--- config.mk ---
export PLATFORM = sky130hd
export DESIGN_NAME = sseg_scan_ctrl
export DESIGN_NICKNAME = d
export VERILOG_FILES = /design/src/rtl/sseg_pkg.sv /design/src/rtl/sseg_scan_timer.sv /design/src/rtl/sseg_scan_ctrl.sv
export SDC_FILE = /design/constraint.sdc
export NUM_CORES = 1
export LEC_CHECK = 0
export BUFFER_PORTS_ARGS = -buffer_cell sky130_fd_sc_hd__buf_2
export CORE_MARGIN = 8
export CORE_UTILIZATION = 60
export CTS_CLUSTER_SIZE = 25
export DETAILED_ROUTE_END_ITERATION = 8
export GPL_TIMING_DRIVEN = 0
export PLACE_DENSITY = 0.79
export SLEW_MARGIN = 20
export SYNTH_ARGS = -nofsm -noshare
export SYNTH_HDL_FRONTEND = slang
export SYNTH_SLANG_ARGS = --single-unit
--- constraint.sdc ---
create_clock -name clk -period 3.75 [get_ports clk]
set_input_delay 0.375 -clock clk [delete_from_list [all_inputs] [get_ports clk]]
set_output_delay 0.375 -clock clk [all_outputs]
set_load 0.02 [all_outputs]
--- src/rtl/sseg_pkg.sv ---
// Shared types and the hex-to-segment decode table for the seven-segment scan driver.
// Pure combinational helpers; no latency, no flow control.
package sseg_pkg;

  typedef logic [6:0] seg7_t;

  localparam logic [7:0] SEG_BLANK = 8'hFF;

  // Active-low {g,f,e,d,c,b,a} pattern for one hex nibble.
  function automatic seg7_t hex_to_seg7(input logic [3:0] nib);
    seg7_t s;
    s = 7'h7F;
    case (nib)
      4'h0: s = 7'b1000000;
      4'h1: s = 7'b1111001;
      4'h2: s = 7'b0100100;
      4'h3: s = 7'b0110000;
      4'h4: s = 7'b0011001;
      4'h5: s = 7'b0010010;
      4'h6: s = 7'b0000010;
      4'h7: s = 7'b1111000;
      4'h8: s = 7'b0000000;
      4'h9: s = 7'b0010000;
      4'hA: s = 7'b0001000;
      4'hB: s = 7'b0000011;
      4'hC: s = 7'b1000110;
      4'hD: s = 7'b0100001;
      4'hE: s = 7'b0000110;
      4'hF: s = 7'b0001110;
      default: s = 7'h7F;
    endcase
    return s;
  endfunction

endpackage

--- src/rtl/sseg_scan_timer.sv ---
// Scan timebase: slot prescaler, digit index and per-slot PWM counter.
// slot_tick/frame_end are combinational from the counters; free-running, no backpressure.
module sseg_scan_timer #(
  parameter int DIGITS      = 4,
  parameter int REFRESH_DIV = 62500,
  parameter int PWM_BITS    = 4,
  localparam int IDX_W      = $clog2(DIGITS)
) (
  input  logic                clk,
  input  logic                reset,
  output logic                slot_tick,
  output logic                frame_end,
  output logic [IDX_W-1:0]    idx,
  output logic [PWM_BITS-1:0] pwm_cnt
);

  localparam int PRE_W = $clog2(REFRESH_DIV);

  logic [PRE_W-1:0] presc;

  assign slot_tick = (presc == PRE_W'(REFRESH_DIV - 1));
  assign frame_end = slot_tick && (idx == IDX_W'(DIGITS - 1));

  always_ff @(posedge clk or posedge reset) begin
    if (reset) begin
      presc   <= '0;
      idx     <= '0;
      pwm_cnt <= '0;
    end else if (slot_tick) begin
      // Restarting PWM with the slot gives every digit the same on-window phase.
      presc   <= '0;
      pwm_cnt <= '0;
      idx     <= (idx == IDX_W'(DIGITS - 1)) ? '0 : idx + IDX_W'(1);
    end else begin
      presc   <= presc + PRE_W'(1);
      pwm_cnt <= pwm_cnt + PWM_BITS'(1);
    end
  end

endmodule

--- src/rtl/sseg_scan_ctrl.sv ---
// N-digit multiplexed seven-segment driver with double-buffered loads, LZ blanking, PWM and blink.
// an/seg registered one cycle after the digit index; load is a fire-and-forget strobe, never stalled.
module sseg_scan_ctrl #(
  parameter int DIGITS      = 4,
  parameter int REFRESH_DIV = 62500,
  parameter int PWM_BITS    = 4,
  parameter int BLINK_LOG2  = 5,
  localparam int IDX_W      = $clog2(DIGITS)
) (
  input  logic                  clk,
  input  logic                  reset,
  input  logic [4*DIGITS-1:0]   hex_in,
  input  logic [DIGITS-1:0]     dp_in,
  input  logic                  load,
  input  logic                  blank_lz,
  input  logic [DIGITS-1:0]     blink_mask,
  input  logic [PWM_BITS-1:0]   brightness,
  output logic [DIGITS-1:0]     an,
  output logic [7:0]            seg,
  output logic                  frame_tick
);

  import sseg_pkg::*;

  logic                  slot_tick;
  logic                  frame_end;
  logic [IDX_W-1:0]      idx;
  logic [PWM_BITS-1:0]   pwm_cnt;

  logic [4*DIGITS-1:0]   stage_hex, act_hex;
  logic [DIGITS-1:0]     stage_dp, act_dp;
  logic                  pending;
  logic [BLINK_LOG2-1:0] frm_cnt;
  logic                  blink_phase;
  logic [DIGITS-1:0]     lz_mask;
  logic [3:0]            cur_nib;
  logic                  cur_dp;
  logic                  pwm_on;
  logic                  lit;

  sseg_scan_timer #(
    .DIGITS      (DIGITS),
    .REFRESH_DIV (REFRESH_DIV),
    .PWM_BITS    (PWM_BITS)
  ) u_timer (
    .clk       (clk),
    .reset     (reset),
    .slot_tick (slot_tick),
    .frame_end (frame_end),
    .idx       (idx),
    .pwm_cnt   (pwm_cnt)
  );

  assert property (@(posedge clk) disable iff (reset) frame_end |-> slot_tick);

  // Active only changes on the frame boundary, so a frame never mixes old and new data.
  always_ff @(posedge clk or posedge reset) begin
    if (reset) begin
      stage_hex <= '0;
      stage_dp  <= '0;
      act_hex   <= '0;
      act_dp    <= '0;
      pending   <= 1'b0;
    end else if (frame_end) begin
      pending <= 1'b0;
      if (load) begin
        stage_hex <= hex_in;
        stage_dp  <= dp_in;
        act_hex   <= hex_in;
        act_dp    <= dp_in;
      end else if (pending) begin
        act_hex <= stage_hex;
        act_dp  <= stage_dp;
      end
    end else if (load) begin
      stage_hex <= hex_in;
      stage_dp  <= dp_in;
      pending   <= 1'b1;
    end
  end

  always_ff @(posedge clk or posedge reset) begin
    if (reset) begin
      frm_cnt     <= '0;
      blink_phase <= 1'b0;
    end else if (frame_end) begin
      frm_cnt <= frm_cnt + BLINK_LOG2'(1);
      if (&frm_cnt)
        blink_phase <= ~blink_phase;
    end
  end

  // Walk down from the top digit; blanking stops at the first non-zero nibble or lit dp.
  always_comb begin
    logic zero_above;
    zero_above = 1'b1;
    lz_mask    = '0;
    for (int k = DIGITS - 1; k >= 1; k--) begin
      zero_above = zero_above && (act_hex[4*k +: 4] == 4'h0) && !act_dp[k];
      lz_mask[k] = zero_above;
    end
  end

  assign cur_nib = act_hex[{idx, 2'b00} +: 4];
  assign cur_dp  = act_dp[idx];
  assign pwm_on  = (&brightness) || (pwm_cnt < brightness);
  assign lit     = pwm_on
                 && !(blank_lz && lz_mask[idx])
                 && !(blink_phase && blink_mask[idx]);

  always_ff @(posedge clk or posedge reset) begin
    if (reset) begin
      an         <= '1;
      seg        <= SEG_BLANK;
      frame_tick <= 1'b0;
    end else begin
      frame_tick <= frame_end;
      if (lit) begin
        an  <= ~(DIGITS'(1) << idx);
        seg <= {~cur_dp, hex_to_seg7(cur_nib)};
      end else begin
        an  <= '1;
        seg <= SEG_BLANK;
      end
    end
  end

endmodule

### Word level (Yosys, flattened, before mapping)

Memories as Yosys holds them, arrays and structs flattened.
Index checks and enable logic that the tools add are counted.
W data, S select, Z words.

| word-level totals | value |
|---|---|
| register bits | 82 |
| bits in latches | 0 |
| bits in writable memories | 0 |
| ROM bits | 112 |
| input port bits | 32 |
| output and inout port bits | 13 |
| memories kept | 1 |

| cells by class | value |
|---|---|
| add/sub/neg operators | 4 |
| multiply operators | 0 |
| divide/modulo/power cells | 0 |
| order comparisons | 2 |
| eq/ne operators | 2 |
| shifts and indexed selects | 2 |
| muxes and demuxes | 17 |
| bitwise logic cells | 3 |
| reductions and logical operators | 24 |

Memories:

| name | depth | width | read ports | clocked after Yosys merged registers in | wr ports | line | text |
|---|---|---|---|---|---|---|---|
| (no name shown) | 16 | 7 | 1 | 0 | 0 | sseg_pkg.sv:13 | `case (nib)` |

Operators with widths:

| cell | count |
|---|---|
| $mux W16 | 3 |
| $add A16 B1 Y16 const B | 1 |
| $eq A16 B16 Y1 const B | 1 |
| $mux W4 | 4 |
| $shiftx A16 B5 Y4 | 1 |
| $logic_not A4 Y1 | 3 |
| $logic_and A1 B1 Y1 | 10 |
| $mux W8 | 1 |
| $bmux W1 S2 | 3 |
| $reduce_and A6 Y1 | 1 |
| $add A5 B1 Y5 const B | 1 |
| $logic_not A1 Y1 | 5 |
| $mux W1 | 5 |
| $add A4 B1 Y4 const B | 1 |
| $lt A4 B4 Y1 | 1 |
| $not A4 Y4 | 1 |
| $reduce_and A4 Y1 | 1 |
| $reduce_bool A2 Y1 | 2 |
| $shl A1 B2 Y4 const A | 1 |
| $lt A2 B3 Y1 const B | 1 |
| $add A2 B1 Y2 const B | 1 |
| $eq A2 B2 Y1 const B | 1 |
| $mux W2 | 1 |
| $not A1 Y1 | 2 |
| 2 further kinds | 2 |

### Logic depth before layout (Yosys ltp)

| logic depth | value |
|---|---|
| depth after elaboration | 13 |
| gate-level depth with buffers | 8 |
| mapped depth without buffers | 7 |

### Cells and area by module

A second synthesis with hierarchy kept.

| second synthesis, totals | value |
|---|---|
| cells, all modules | 285 |
| area, all modules | 3784.9 µm² |

Modules (own cells, without submodules):

| module | times used | cells an instance | area each (µm²) |
|---|---|---|---|
| sseg_scan_ctrl | 1 | 195 | 2753.9 |
| sseg_scan_timer | 1 | 90 | 1031.0 |

### Worst setup path after synthesis

Ideal clock, no wire load.

| path | value |
|---|---|
| path type | flip-flop to flip-flop |
| start | reg u_timer.presc[3] |
| end | reg act_hex[10] |
| library setup time | 0.125 ns |
| data arrival time | 2.325 ns |
| slack | 1.300 ns |
| stages on the path, launching flop included | 6 |
| clock period less this slack | 2.450 ns |
| path through | dfrtp_1 or4_1 or4_4 nor4b_4 buf_6 mux2_4 |

| between the ends | value |
|---|---|
| cells in the longest elaborated chain, start to end | 3 |

Ends and longest elaborated chain:

| item | line | text |
|---|---|---|
| start, declared | sseg_scan_timer.sv:19 | `logic [PRE_W-1:0] presc;` |
| start signal, assigned | sseg_scan_timer.sv:35 | `presc <= presc + PRE_W'(1);` |
| $eq A16 B16 Y1 | sseg_scan_timer.sv:21 | `assign slot_tick = (presc == PRE_W'(REFRESH_DIV - 1));` |
| $logic_and A1 B1 Y1 | sseg_scan_timer.sv:22 | `assign frame_end = slot_tick && (idx == IDX_W'(DIGITS - 1));` |
| $reduce_and A2 Y1 (no source line) | n/a |  |
| end signal, assigned | sseg_scan_ctrl.sv:69 | `act_hex <= hex_in;` |
| end signal, assigned | sseg_scan_ctrl.sv:72 | `act_hex <= stage_hex;` |
| end, declared | sseg_scan_ctrl.sv:30 | `logic [4*DIGITS-1:0] stage_hex, act_hex;` |

Every way passes these cells.
A chain may end at the register's enable or synchronous reset.

### Worst setup path after layout

| path | value |
|---|---|
| start | reg u_timer.presc[3] |
| end | reg act_hex[6] |

The elaborated chain is that of the path after synthesis.

==> flow_summary.toml <==
[cts]
cts-root-buf = "clkbuf_8"
cts_made_buffers = 9
cts.sinks = 82
cts_tree = "yes"
clockBufferDepth = 2
clkSlewWorstSetupHoldPaths_ns = 0.08
post_cts_resized = 0
insertion_delay_ns = 0.35
cts_htree_levels = 3

[synthesis]
synth_area_per_cell_um2 = 12.8
syn_inst = 295
synth.top_cells.by_area = "dfrtp_1 (46%), dfstp_2 (8.3%), mux2_2 (6.8%)"
netlist_area_mm2 = 0.00379
synth-edff-count = 0
synth_async_sr_flop_share_pct = 100
yosys_warnings = 0
ys_seq_area_share_pct = 54.6
ys.flop_type = "dfrtp_1"
synth-seq-cells = 82
synth_nets = 343
synth_top_area_share_pct = 46.2
ys_types = 44
synth_top_area_cell = "dfrtp_1"

[worst_hold_path]
min_path_type = "primary input to flop"

[power_and_ir_drop]
p_leak_nw = 2.04
p_per_area_mw_per_mm2 = 388
total_power_mw = 1.69
vdd_drop_max_uv = 325

[outcome]
status = "finished clean"

[timing]
timing.final.hold_violations = 0
setup_viol = 0
clock-skew-final_ns = 0.00943
period_share_pct = 69.5
fin_hold_ws_ns = 0.268
fin_tns_setup_ns = 0
post-route-min-period_ns = 2.61
rsz0062_at_grt = "false"
worst_pin_slew_ns = 0.623
fmax_mhz = 384
finalWorstSetupSlack_ns = 1.14
slew_headroom_pct = 58.4
maxSlewViolCount = 0

[detailed_routing]
drc = 0
drt_iter0_markers = 122
wire_per_inst_um = 15.3
drt-total-wl_mm = 6.64
avgViaCountPerCell = 5.36
num_vias = 2325
firstDrtPassIters = 4
drtAntennaViolNets = 0

[setup_path]
path_max_fanout = 10
worstSetupPathType = "flop to flop"
arrival_ns = 2.84
worstSetupStartpointType = "flop"
required_ns = 3.99
end_kind = "flop"

[placement]
dp_slack_ns = 1.14
port_buffers = 44
gp_congestion = 0.809
dp_hpwl_mm = 4.84
dpl-instance-area_mm2 = 0.00414

[global_routing]
antenna_found_initial = 0
grt_pass1_wl_mm = 11.2
grt_pass1_vias = 2334
gr-total-overflow = 0
gr-usage-all-layers_pct = 15.9
grt_max_degree = 57

[floorplanning]
die_x_um = 95.5
initial_core_util_pct = 60.7
ios = 45
core_area_mm2 = 0.00624
dieArea_mm2 = 0.00911
die_y_um = 95.5
fp-row-count = 29

[final_layout]
postLayoutCellArea_mm2 = 0.00436
final_common_cell = "dfrtp_1"
final_layout_size_suffix_gt1_share_pct = 33.9
fillCellCount = 447
multi_input_area_mm2 = 0.00161
area_growth_pct = 15.1
antenna_cells = 0
seq_area_mm2 = 0.00207
mostFrequentLayoutCells = "dfrtp_1 (70), buf_2 (47), mux2_2 (23)"
finalNetCount = 400

[flow_run]
drv_cap = 0
[metal layers]
metal	vias to the layer above	share of wire, %	track usage, %
met2	46	47	23.8
li1	1144	-	-
met1	1124	46	21.3
met4	0	1.6	7.43
met5	-	0	0
met3	11	4.9	4.09
[worst paths after layout]
check,startpoint,slack [ns],endpoint,cells after the start
max,u_timer.presc[3]$_DFF_PP0_,1.14,act_hex[6]$_DFFE_PP0P_,5
min,dp_in[0],0.27,stage_dp[0]$_DFFE_PP0P_,2
max reg2reg,u_timer.presc[3]$_DFF_PP0_,1.14,act_hex[6]$_DFFE_PP0P_,5
min reg2reg,frm_cnt[3]$_DFFE_PP0P_,0.47,frm_cnt[3]$_DFFE_PP0P_,1
max in group asynchronous,reset,2.58,an[3]$_DFF_PP1_,4
min in group asynchronous,reset,0.55,stage_dp[2]$_DFFE_PP0P_,3
[report_power, final]
group	switching [mW]	total, mW	internal [mW]
Sequential	0.00552	0.914	0.909
Clock	0.319	0.693	0.375
Combinational	0.0454	0.0861	0.0407
Total	0.370	1.69	1.32
[cell type report]
| class | instances | share of cell area [%] |
|---|---|---|
| flip-flops and latches | 82 | 47.4 |
| well taps | 77 | 2.21 |
| clock inverters | 7 | 2.12 |
| multi-input cells | 187 | 36.8 |
| clock buffers | 9 | 2.84 |
| repair buffers | 46 | 5.91 |
| inverters | 14 | 1.26 |
| plain buffers | 12 | 1.46 |
[state kept, by name, indices dropped and copies added (netlist names), 5 cells and up]
register	count
seg	8
frm_cnt	5
act_hex	16
stage_hex	16
u_timer.presc	16
[cells by family (layout without fill, tap and decap cells)]
family / after synthesis / in the layout / synth area share, %
AOI/OAI and AO/OA: 21 / 21 / 3.80
xor gates and xnor gates: 19 / 19 / 4.39
adders and majority gates: 16 / 16 / 5.28
buffers and inverters: 26 / 88 / 3.07
DFF: 82 / 82 / 54.6
muxes: 51 / 51 / 18.1
and+or+nand+nor: 80 / 80 / 10.8
[cell usage after synthesis, types with 4 or more instances]
cell and count:
xnor2_1 13, mux2_2 23, mux2_4 10, inv_1 14, mux2_1 8, nand2_1 22, nor2_1 21, clkbuf_1 7
o21ai_0 4, xor2_1 6, nand4_1 4, ha_1 16, nand3_1 11, mux4_2 7, dfstp_2 12, dfrtp_1 70
[through the flow]
| step | std cells | util, % |
|---|---|---|
| 2_1_floorplan | 295 | - |
| 3_3_place_gp | 416 | 65.8 |
| 3_5_place_dp | 417 | 66.3 |
| 4_1_cts | 434 | 69.9 |
| 5_1_grt | 434 | 69.9 |
| 6_report | 434 | 69.9 |
[critical path, cell delays in order (launching register included)]
cell     delay, ns
dfrtp_1       0.44
or4_1         0.55
or4_4         0.56
nor4b_4       0.41
buf_6         0.23
mux2_4        0.31
[repair_timing]
action	in CTS	in global routing
hold buffers	1	0
endpoints found under the hold margin	22	0
buffers inserted	0	0
(Power assumes the default switching activity.)
